--- config.mk ---
export PLATFORM = sky130hd
export DESIGN_NAME = syn_mem_arbiter
export DESIGN_NICKNAME = d
export VERILOG_FILES = /design/src/rtl/syn_mem_arb_pkg.sv /design/src/rtl/rr_arb2.sv /design/src/rtl/syn_mem_arbiter.sv
export SDC_FILE = /design/constraint.sdc
export NUM_CORES = 1
export LEC_CHECK = 0
export ABC_CLOCK_PERIOD_IN_PS = 1300
export CORE_MARGIN = 2
export CORE_UTILIZATION = 33
export CTS_CLUSTER_DIAMETER = 30
export DETAILED_ROUTE_END_ITERATION = 7
export GPL_ROUTABILITY_DRIVEN = 0
export PLACE_DENSITY_LB_ADDON = 0.08
export SYNTH_ARGS = -nofsm -noshare
export SYNTH_HDL_FRONTEND = slang
export SYNTH_HIERARCHICAL = 1
export SYNTH_SLANG_ARGS = --single-unit
--- constraint.sdc ---
create_clock -name I_clk -period 1.3 [get_ports I_clk]
set_input_delay 0.26 -clock I_clk [delete_from_list [all_inputs] [get_ports I_clk]]
set_output_delay 0.26 -clock I_clk [all_outputs]
set_load 0.02 [all_outputs]
--- src/rtl/syn_mem_arb_pkg.sv ---
// Shared types for the syn_mem arbiter: FSM states and port tags.
package syn_mem_arb_pkg;

  typedef enum logic {
    ST_CLEAR = 1'b0,
    ST_ARB   = 1'b1
  } state_e;

  localparam logic PORT_A = 1'b0;
  localparam logic PORT_B = 1'b1;

endpackage

--- src/rtl/rr_arb2.sv ---
// Two-input round-robin grant with its priority pointer.
module rr_arb2
  import syn_mem_arb_pkg::*;
(
  input  logic clk_i,
  input  logic rst_ni,
  input  logic en_i,
  input  logic req_a_i,
  input  logic req_b_i,
  output logic gnt_a_o,
  output logic gnt_b_o
);

  logic ptr_q, ptr_d;

  always_comb begin
    gnt_a_o = 1'b0;
    gnt_b_o = 1'b0;
    ptr_d   = ptr_q;
    if (en_i) begin
      gnt_a_o = req_a_i & (~req_b_i | (ptr_q == PORT_A));
      gnt_b_o = req_b_i & (~req_a_i | (ptr_q == PORT_B));
    end
    // Pointer always lands on the port that just lost out.
    if (gnt_a_o) ptr_d = PORT_B;
    if (gnt_b_o) ptr_d = PORT_A;
  end

  always_ff @(posedge clk_i or negedge rst_ni) begin
    if (!rst_ni) ptr_q <= PORT_A;
    else         ptr_q <= ptr_d;
  end

endmodule

--- src/rtl/syn_mem_arbiter.sv ---
// Round-robin arbiter/sequencer for a single-port syn_mem.
// Define SYN_MEM_ARB_CLEAR_EN to zero the array after reset.
module syn_mem_arbiter
  import syn_mem_arb_pkg::*;
#(
  parameter int ADDR_SIZE = 4,
  parameter int WORD_SIZE = 8
) (
  input  logic                 I_clk,
  input  logic                 I_rst_n,
  input  logic                 I_a_req,
  input  logic                 I_a_wen,
  input  logic [ADDR_SIZE-1:0] I_a_addr,
  input  logic [WORD_SIZE-1:0] I_a_wdata,
  input  logic                 I_b_req,
  input  logic                 I_b_wen,
  input  logic [ADDR_SIZE-1:0] I_b_addr,
  input  logic [WORD_SIZE-1:0] I_b_wdata,
  output logic                 O_a_gnt,
  output logic                 O_b_gnt,
  output logic                 O_a_rvalid,
  output logic                 O_b_rvalid,
  output logic [WORD_SIZE-1:0] O_a_rdata,
  output logic [WORD_SIZE-1:0] O_b_rdata,
  output logic                 O_mem_wen,
  output logic [ADDR_SIZE-1:0] O_mem_addr,
  output logic [WORD_SIZE-1:0] O_mem_wdata,
  input  logic [WORD_SIZE-1:0] I_mem_rdata,
  output logic                 O_busy
);

  logic                 clr_act;
  logic [ADDR_SIZE-1:0] clr_addr;
  logic                 arb_en;
  logic                 gnt_a, gnt_b;

`ifdef SYN_MEM_ARB_CLEAR_EN
  state_e               state_q, state_d;
  logic [ADDR_SIZE-1:0] cnt_q, cnt_d;

  always_comb begin
    state_d = state_q;
    cnt_d   = cnt_q;
    unique case (state_q)
      ST_CLEAR: begin
        cnt_d = cnt_q + {{(ADDR_SIZE-1){1'b0}}, 1'b1};
        if (&cnt_q) state_d = ST_ARB;
      end
      default: state_d = ST_ARB;
    endcase
  end

  always_ff @(posedge I_clk or negedge I_rst_n) begin
    if (!I_rst_n) begin
      state_q <= ST_CLEAR;
      cnt_q   <= '0;
    end else begin
      state_q <= state_d;
      cnt_q   <= cnt_d;
    end
  end

  assign clr_act  = (state_q == ST_CLEAR);
  assign clr_addr = cnt_q;
`else
  assign clr_act  = 1'b0;
  assign clr_addr = '0;
`endif

  // No grant may escape while reset is held, even without a clear phase.
  assign arb_en = ~clr_act & I_rst_n;
  assign O_busy = clr_act;

  rr_arb2 u_arb (
    .clk_i   (I_clk),
    .rst_ni  (I_rst_n),
    .en_i    (arb_en),
    .req_a_i (I_a_req),
    .req_b_i (I_b_req),
    .gnt_a_o (gnt_a),
    .gnt_b_o (gnt_b)
  );

  assign O_a_gnt = gnt_a;
  assign O_b_gnt = gnt_b;

  logic                 wen_q, wen_d;
  logic [ADDR_SIZE-1:0] addr_q, addr_d;
  logic [WORD_SIZE-1:0] wdata_q, wdata_d;
  logic                 v1_q, v1_d, v2_q;
  logic                 t1_q, t1_d, t2_q;

  always_comb begin
    wen_d   = 1'b0;
    addr_d  = addr_q;
    wdata_d = wdata_q;
    v1_d    = 1'b0;
    t1_d    = t1_q;
    unique case (1'b1)
      clr_act: begin
        wen_d   = 1'b1;
        addr_d  = clr_addr;
        wdata_d = '0;
      end
      gnt_a: begin
        wen_d   = I_a_wen;
        addr_d  = I_a_addr;
        wdata_d = I_a_wdata;
        v1_d    = ~I_a_wen;
        t1_d    = PORT_A;
      end
      gnt_b: begin
        wen_d   = I_b_wen;
        addr_d  = I_b_addr;
        wdata_d = I_b_wdata;
        v1_d    = ~I_b_wen;
        t1_d    = PORT_B;
      end
      default: ;
    endcase
  end

  always_ff @(posedge I_clk or negedge I_rst_n) begin
    if (!I_rst_n) begin
      wen_q   <= 1'b0;
      addr_q  <= '0;
      wdata_q <= '0;
      v1_q    <= 1'b0;
      v2_q    <= 1'b0;
      t1_q    <= PORT_A;
      t2_q    <= PORT_A;
    end else begin
      wen_q   <= wen_d;
      addr_q  <= addr_d;
      wdata_q <= wdata_d;
      v1_q    <= v1_d;
      v2_q    <= v1_q;
      t1_q    <= t1_d;
      t2_q    <= t1_q;
    end
  end

  assign O_mem_wen   = wen_q;
  assign O_mem_addr  = addr_q;
  assign O_mem_wdata = wdata_q;

  assign O_a_rvalid = v2_q & (t2_q == PORT_A);
  assign O_b_rvalid = v2_q & (t2_q == PORT_B);
  assign O_a_rdata  = I_mem_rdata;
  assign O_b_rdata  = I_mem_rdata;

endmodule

==> results of run 1 <==
==> final cells by class <==
| class | instances | area [µm²] | share of cell area, % |
|---|---|---|---|
| Timing Repair Buffer | 54 | 504 | 37.0 |
| Multi-Input combinational cell | 48 | 322 | 23.6 |
| Inverter | 3 | 11.3 | 0.826 |
| Sequential cell | 18 | 452 | 33.1 |
| Tap cell | 31 | 38.8 | 2.84 |
| Clock buffer | 4 | 36.3 | 2.66 |
==> through the flow <==
| stage | hold slack [ns] | worst slack (ns) | area (µm²) | TNS [ns] | utilization (%) |
|---|---|---|---|---|---|
| 3_3_place_gp | 0.335 | -0.574 | 1330 | -7.09 | 49.2 |
| 5_1_grt | 0.130 | -0.0708 | 1360 | -0.190 | 50.3 |
| 2_1_floorplan | -0.0356 | 0.0219 | 955 | 0 | - |
| 4_1_cts | 0.127 | -0.0498 | 1350 | -0.152 | 49.6 |
| 3_5_place_dp | 0.355 | -0.587 | 1330 | -7.37 | 49.2 |
| 6_report | 0.135 | -0.000600 | 1360 | -0.000600 | 50.3 |
==> cell families (layout without fill, tap and decap cells) <==
group / count (synthesis) / count (layout) / share of synthesized area (%)
flip-flops: 18 / 18 / 48.3
multiplexers: 12 / 12 / 12.9
other: 1 / 1 / 0.402
AO/OA/AOI/OAI: 18 / 18 / 10.9
AND/OR/NAND/NOR: 17 / 17 / 7.65
buffers and inverters: 25 / 61 / 19.9
==> sequential cells by signal (all words and copies together), names as in the netlist <==
register,flops
u_arb/ptr_q,1
t2_q,1
v1_q,1
O_mem_wdata,8
t1_q,1
v2_q,1
O_mem_addr,4
O_mem_wen,1
==> critical path, cell delays in order, from the launching register on <==
cell and delay, ns:
dfrtp_2 0.45, a21oi_4 0.17, buf_6 0.14
==> layer usage <==
layer,global-route usage [%],share of wire [%],up-vias
li1,-,-,352
met1,15.5,39,358
met2,24.8,52,25
met3,3.85,7.5,8
met4,6.64,1.3,0
met5,0,0,-
==> where the power goes <==
part / total [W] / switching, W / internal [W]
combinational: 0.000550 / 0.000276 / 0.000273
sequential: 0.000717 / 0.0000551 / 0.000662
clock: 0.000335 / 0.000165 / 0.000170
total: 0.00160 / 0.000496 / 0.00111
==> layout by cell type, fill, tap and decap left out, types with 2 or more instances in the layout <==
cell type / Yosys / final
clkdlybuf4s15_1: 0 / 9
clkbuf_2: 0 / 2
dfrtp_1: 18 / 17
dlygate4sd2_1: 0 / 5
buf_4: 17 / 7
buf_6: 1 / 2
mux2i_1: 12 / 12
inv_1: 3 / 2
o21ai_1: 8 / 8
a21oi_4: 0 / 2
buf_2: 3 / 2
nand2_1: 14 / 13
clkbuf_4: 0 / 3
clkdlybuf4s50_1: 0 / 26
o21ai_0: 4 / 4
==> repair_timing <==
action,CTS,global route
hold buffers,0,0
buffers inserted,1,0
pin swaps,0,1
gates resized for setup,36,18
setup endpoints to repair,31,27
==> how the worst max path moves through the flow <==
stage / end / slack, ns
after floorplan: O_mem_addr[0] / 0.02
after global placement: O_a_gnt / -0.57
after detailed placement: O_a_gnt / -0.59
after CTS: O_b_gnt / -0.05
after global routing: O_b_gnt / -0.07
final: O_a_gnt / -0.0006
==> flow_metrics.tcl, run 1 <==
set metrics [dict create \
    drive_gt1_share_pct 18.9 \
    syn_area_um2 932 \
    ant_nets 0 \
    yosys_warnings 6 \
    grt_max_degree 28 \
    ys_ff_latch 18 \
    chipWidth_um 57.1 \
    clk_latency_ns 0.29 \
    fp.dieH_um 57.1 \
    synthCells 91 \
    fillers 261 \
    synth.avg_cell_area_um2 10.2 \
    ys_top_cells_by_area "dfrtp_1 48%, buf_4 14%, mux2i_1 13%" \
    cts.clk_slew.worst_paths_ns 0.10 \
    start_util_pct 34.4 \
    cts_root_buffer "clkbuf_4" \
    violations "setup timing" \
    rows 19 \
    criticalPathCategory "reg -> out" \
    clockBufferDepth 2 \
    arrival_ns 1.04 \
    r2r_slack_ns 0.07 \
    drt-initial-drc-count 9 \
    skew_ns 0.00586 \
    synth_top_area_share_pct 48.3 \
    p_per_area_nw_per_um2 1170 \
    die-area_um2 3270 \
    grt_pass1_vias 756 \
    worstSetupEndpointType "primary output" \
    port-buffer-count 46 \
    cts_sinks 18 \
    wire_per_inst_um 13.1 \
    cts_buffers 3 \
    vias 743 \
    boundaryPins 72 \
    setup_viol 1 \
    drt_pre_antenna_iters 2 \
    route.detailed.drc 0 \
    grt_pass1_wl_um 3490 \
    core-area_um2 2710 \
    synth_flop_cell "dfrtp_1" \
    r2r-end "O_mem_wdata[4]" \
    worstRegToRegCells 4 \
    critPathMaxFanout 3 \
    setup_slack_ns -0.000600 \
    h-tree-depth 1 \
    cap_violations 0 \
    leakagePower_nw 0.597 \
    critPathLaunchType "flop" \
    synth_edf_count 0 \
    track_usage_pct 14.0 \
    antenna_cells 0 \
    syn-num-nets 129 \
    vdd_drop_max_v 0.000566 \
    cts_tree "built" \
    startpoint "u_arb/ptr_q" \
    synth_top_area_cell "dfrtp_1" \
    overflow 0 \
    routed_via_density 4.70 \
    power.total_w 0.00160 \
    synthMostInstantiatedCell "dfrtp_1" \
    yosysSeqAreaShare_pct 48.3 \
    dp.cells 153 \
    synthArstFlopShare_pct 100 \
    fin_nets 166 \
    drv_slew 0 \
    dp_hpwl_um 1500 \
    synth_common_cells "18 x dfrtp_1, 17 x buf_4, 14 x nand2_1, 12 x mux2i_1, 8 x o21ai_1" \
    report.final.hold_viol_count 0 \
    finalCritPeriodShare_pct 100 \
    rsz0062_at_grt "yes" \
    r2r-start "u_arb/ptr_q" \
    routed_wl_um 2070 \
    max_freq_mhz 769 \
    hold_class "in -> async" \
    status "finished with violations" \
    stdcell_count 158 \
    antenna_found_initial 0 \
    areaGrowthSynthToFinish_pct 46.3 \
    synth.distinct_cells 19 \
    worstPathRequired_ns 1.04 \
    period_needed_ns 1.30 \
]
Note: power is estimated with default switching activity, not from simulation.
==> run 2: changes to the inputs <==
==> constraint.sdc (replaced) <==
create_clock -name I_clk -period 1.3 [get_ports I_clk]
set_input_delay 0.26 -clock I_clk [delete_from_list [all_inputs] [get_ports I_clk]]
set_output_delay 0.26 -clock I_clk [all_outputs]
set_load 0.05 [all_outputs]
==> run 2 against run 1 <==
The run still ends with setup timing left. Wire length increased by 0.43%. Utilization rose by 9.3 points. Critical endpoint unchanged. Combinational power up 87%. Critical path type unchanged.
==> flow_metrics.tcl, run 2 (synthesis results as in run 1) <==
set metrics [dict create \
    final_cell_mix "26 x clkdlybuf4s50_1, 18 x dfrtp_1, 18 x buf_12" \
    fillers 249 \
    dr_wl_met3_um 173 \
    multi_input_area_um2 330 \
    wl_met1_um 748 \
    rsz0062_at_grt "yes" \
    fin_nets 171 \
    hold_ws_ns 0.109 \
    cts_root_buffer "clkbuf_4" \
    final_common_cell "clkdlybuf4s50_1" \
    cts.clk_slew.worst_paths_ns 0.10 \
    grt_max_degree 20 \
    worstPathRequired_ns 1.04 \
    critPathLaunchType "flop" \
    cts_buffers 3 \
    routed_wl_um 2080 \
    violations "setup timing" \
    core-area_um2 2710 \
    vias 743 \
    worstSetupEndpointType "primary output" \
    h-tree-depth 1 \
    clk_latency_ns 0.28 \
    grt_pass1_wl_um 3530 \
    utilization_pct 59.6 \
    period_needed_ns 1.38 \
    setup_viol 10 \
    postCtsHoldBufs 0 \
    boundaryPins 72 \
    leakagePower_nw 0.698 \
    max_freq_mhz 723 \
    die-area_um2 3270 \
    wire_per_inst_um 12.8 \
    antenna_found_initial 0 \
    overflow 0 \
    status "finished with violations" \
    setup_slack_ns -0.0824 \
    drt-initial-drc-count 15 \
    hold_class "in -> async" \
    report.final.hold_viol_count 0 \
    track_usage_pct 13.9 \
    cts_tree "built" \
    rows 19 \
    cap_violations 0 \
    chipWidth_um 57.1 \
    start_util_pct 34.4 \
    arrival_ns 1.12 \
    skew_ns 0.00283 \
    p_per_area_nw_per_um2 1320 \
    largest_reg_flops 8 \
    dp_hpwl_um 1640 \
    critPathMaxFanout 3 \
    port-buffer-count 46 \
    grt_pass1_vias 750 \
    criticalPathCategory "reg -> out" \
    antenna_cells 0 \
    areaGrowthSynthToFinish_pct 73.3 \
    ant_nets 0 \
    startpoint "u_arb/ptr_q" \
    ff_latch_area_um2 450 \
    drv_slew 0 \
    drive_gt1_share_pct 31.8 \
    r2r-start "u_arb/ptr_q" \
    met2RoutedLength_um 1140 \
    clockBufferDepth 2 \
    fp.dieH_um 57.1 \
    cts_sinks 18 \
    drt_pre_antenna_iters 4 \
    highest_layer "met4" \
    routed_via_density 4.56 \
    finalCritPeriodShare_pct 106 \
    route.detailed.drc 0 \
    vdd_drop_max_v 0.000960 \
]
run 2: worst max-delay path, stage by stage, from the launching register on:
cell     delay [ns]
dfrtp_1        0.44
a21oi_4        0.15
buf_6          0.12
buf_12         0.12
run 2: cell type report:
cell class                      count  area share, %
Inverter                            3          0.697
Sequential cell                    18           27.9
Clock buffer                        4           2.25
Tap cell                           31           2.40
Timing Repair Buffer               59           46.3
Multi-Input combinational cell     48           20.4
run 2: metal layers:
metal	vias to the layer above	track usage (%)
met4	0	4.65
met2	31	23.8
met5	-	0
met3	2	3.17
li1	365	-
met1	345	17.3
run 2: final timing paths:
kind,cells after the start,end,slack [ns]
min,2,O_mem_wdata[0],0.11
max in group asynchronous,2,O_mem_wdata[6],0.99
min in group I_clk,0,v2_q,0.36
max,3,O_a_gnt,-0.08
min reg2reg,0,v2_q,0.36
max reg2reg,6,O_mem_addr[1],-0.03
run 2: power breakdown:
part	switching [W]	internal, W
logic	0.000495	0.000530
clock network	0.000169	0.000170
registers	0.000101	0.000662
run 2: what timing repair did:
item,CTS,global route
pin swaps,1,1
hold endpoints to repair,0,0
endpoints found under the setup margin,14,15
gates resized for setup,6,6
buffers inserted,3,1
run 2: through the flow:
stage	total power, W	cells	setup TNS (ns)	worst slack (ns)	cell area [µm²]
floorplan	0.00135	91	-1.27	-0.127	968
global placement	0.00177	155	-5.27	-0.338	1530
detailed placement	0.00179	155	-5.72	-0.361	1530
CTS	0.00214	162	-0.173	-0.0880	1590
global route	0.00223	163	-1.27	-0.150	1620
finish	0.00213	163	-0.211	-0.0824	1620
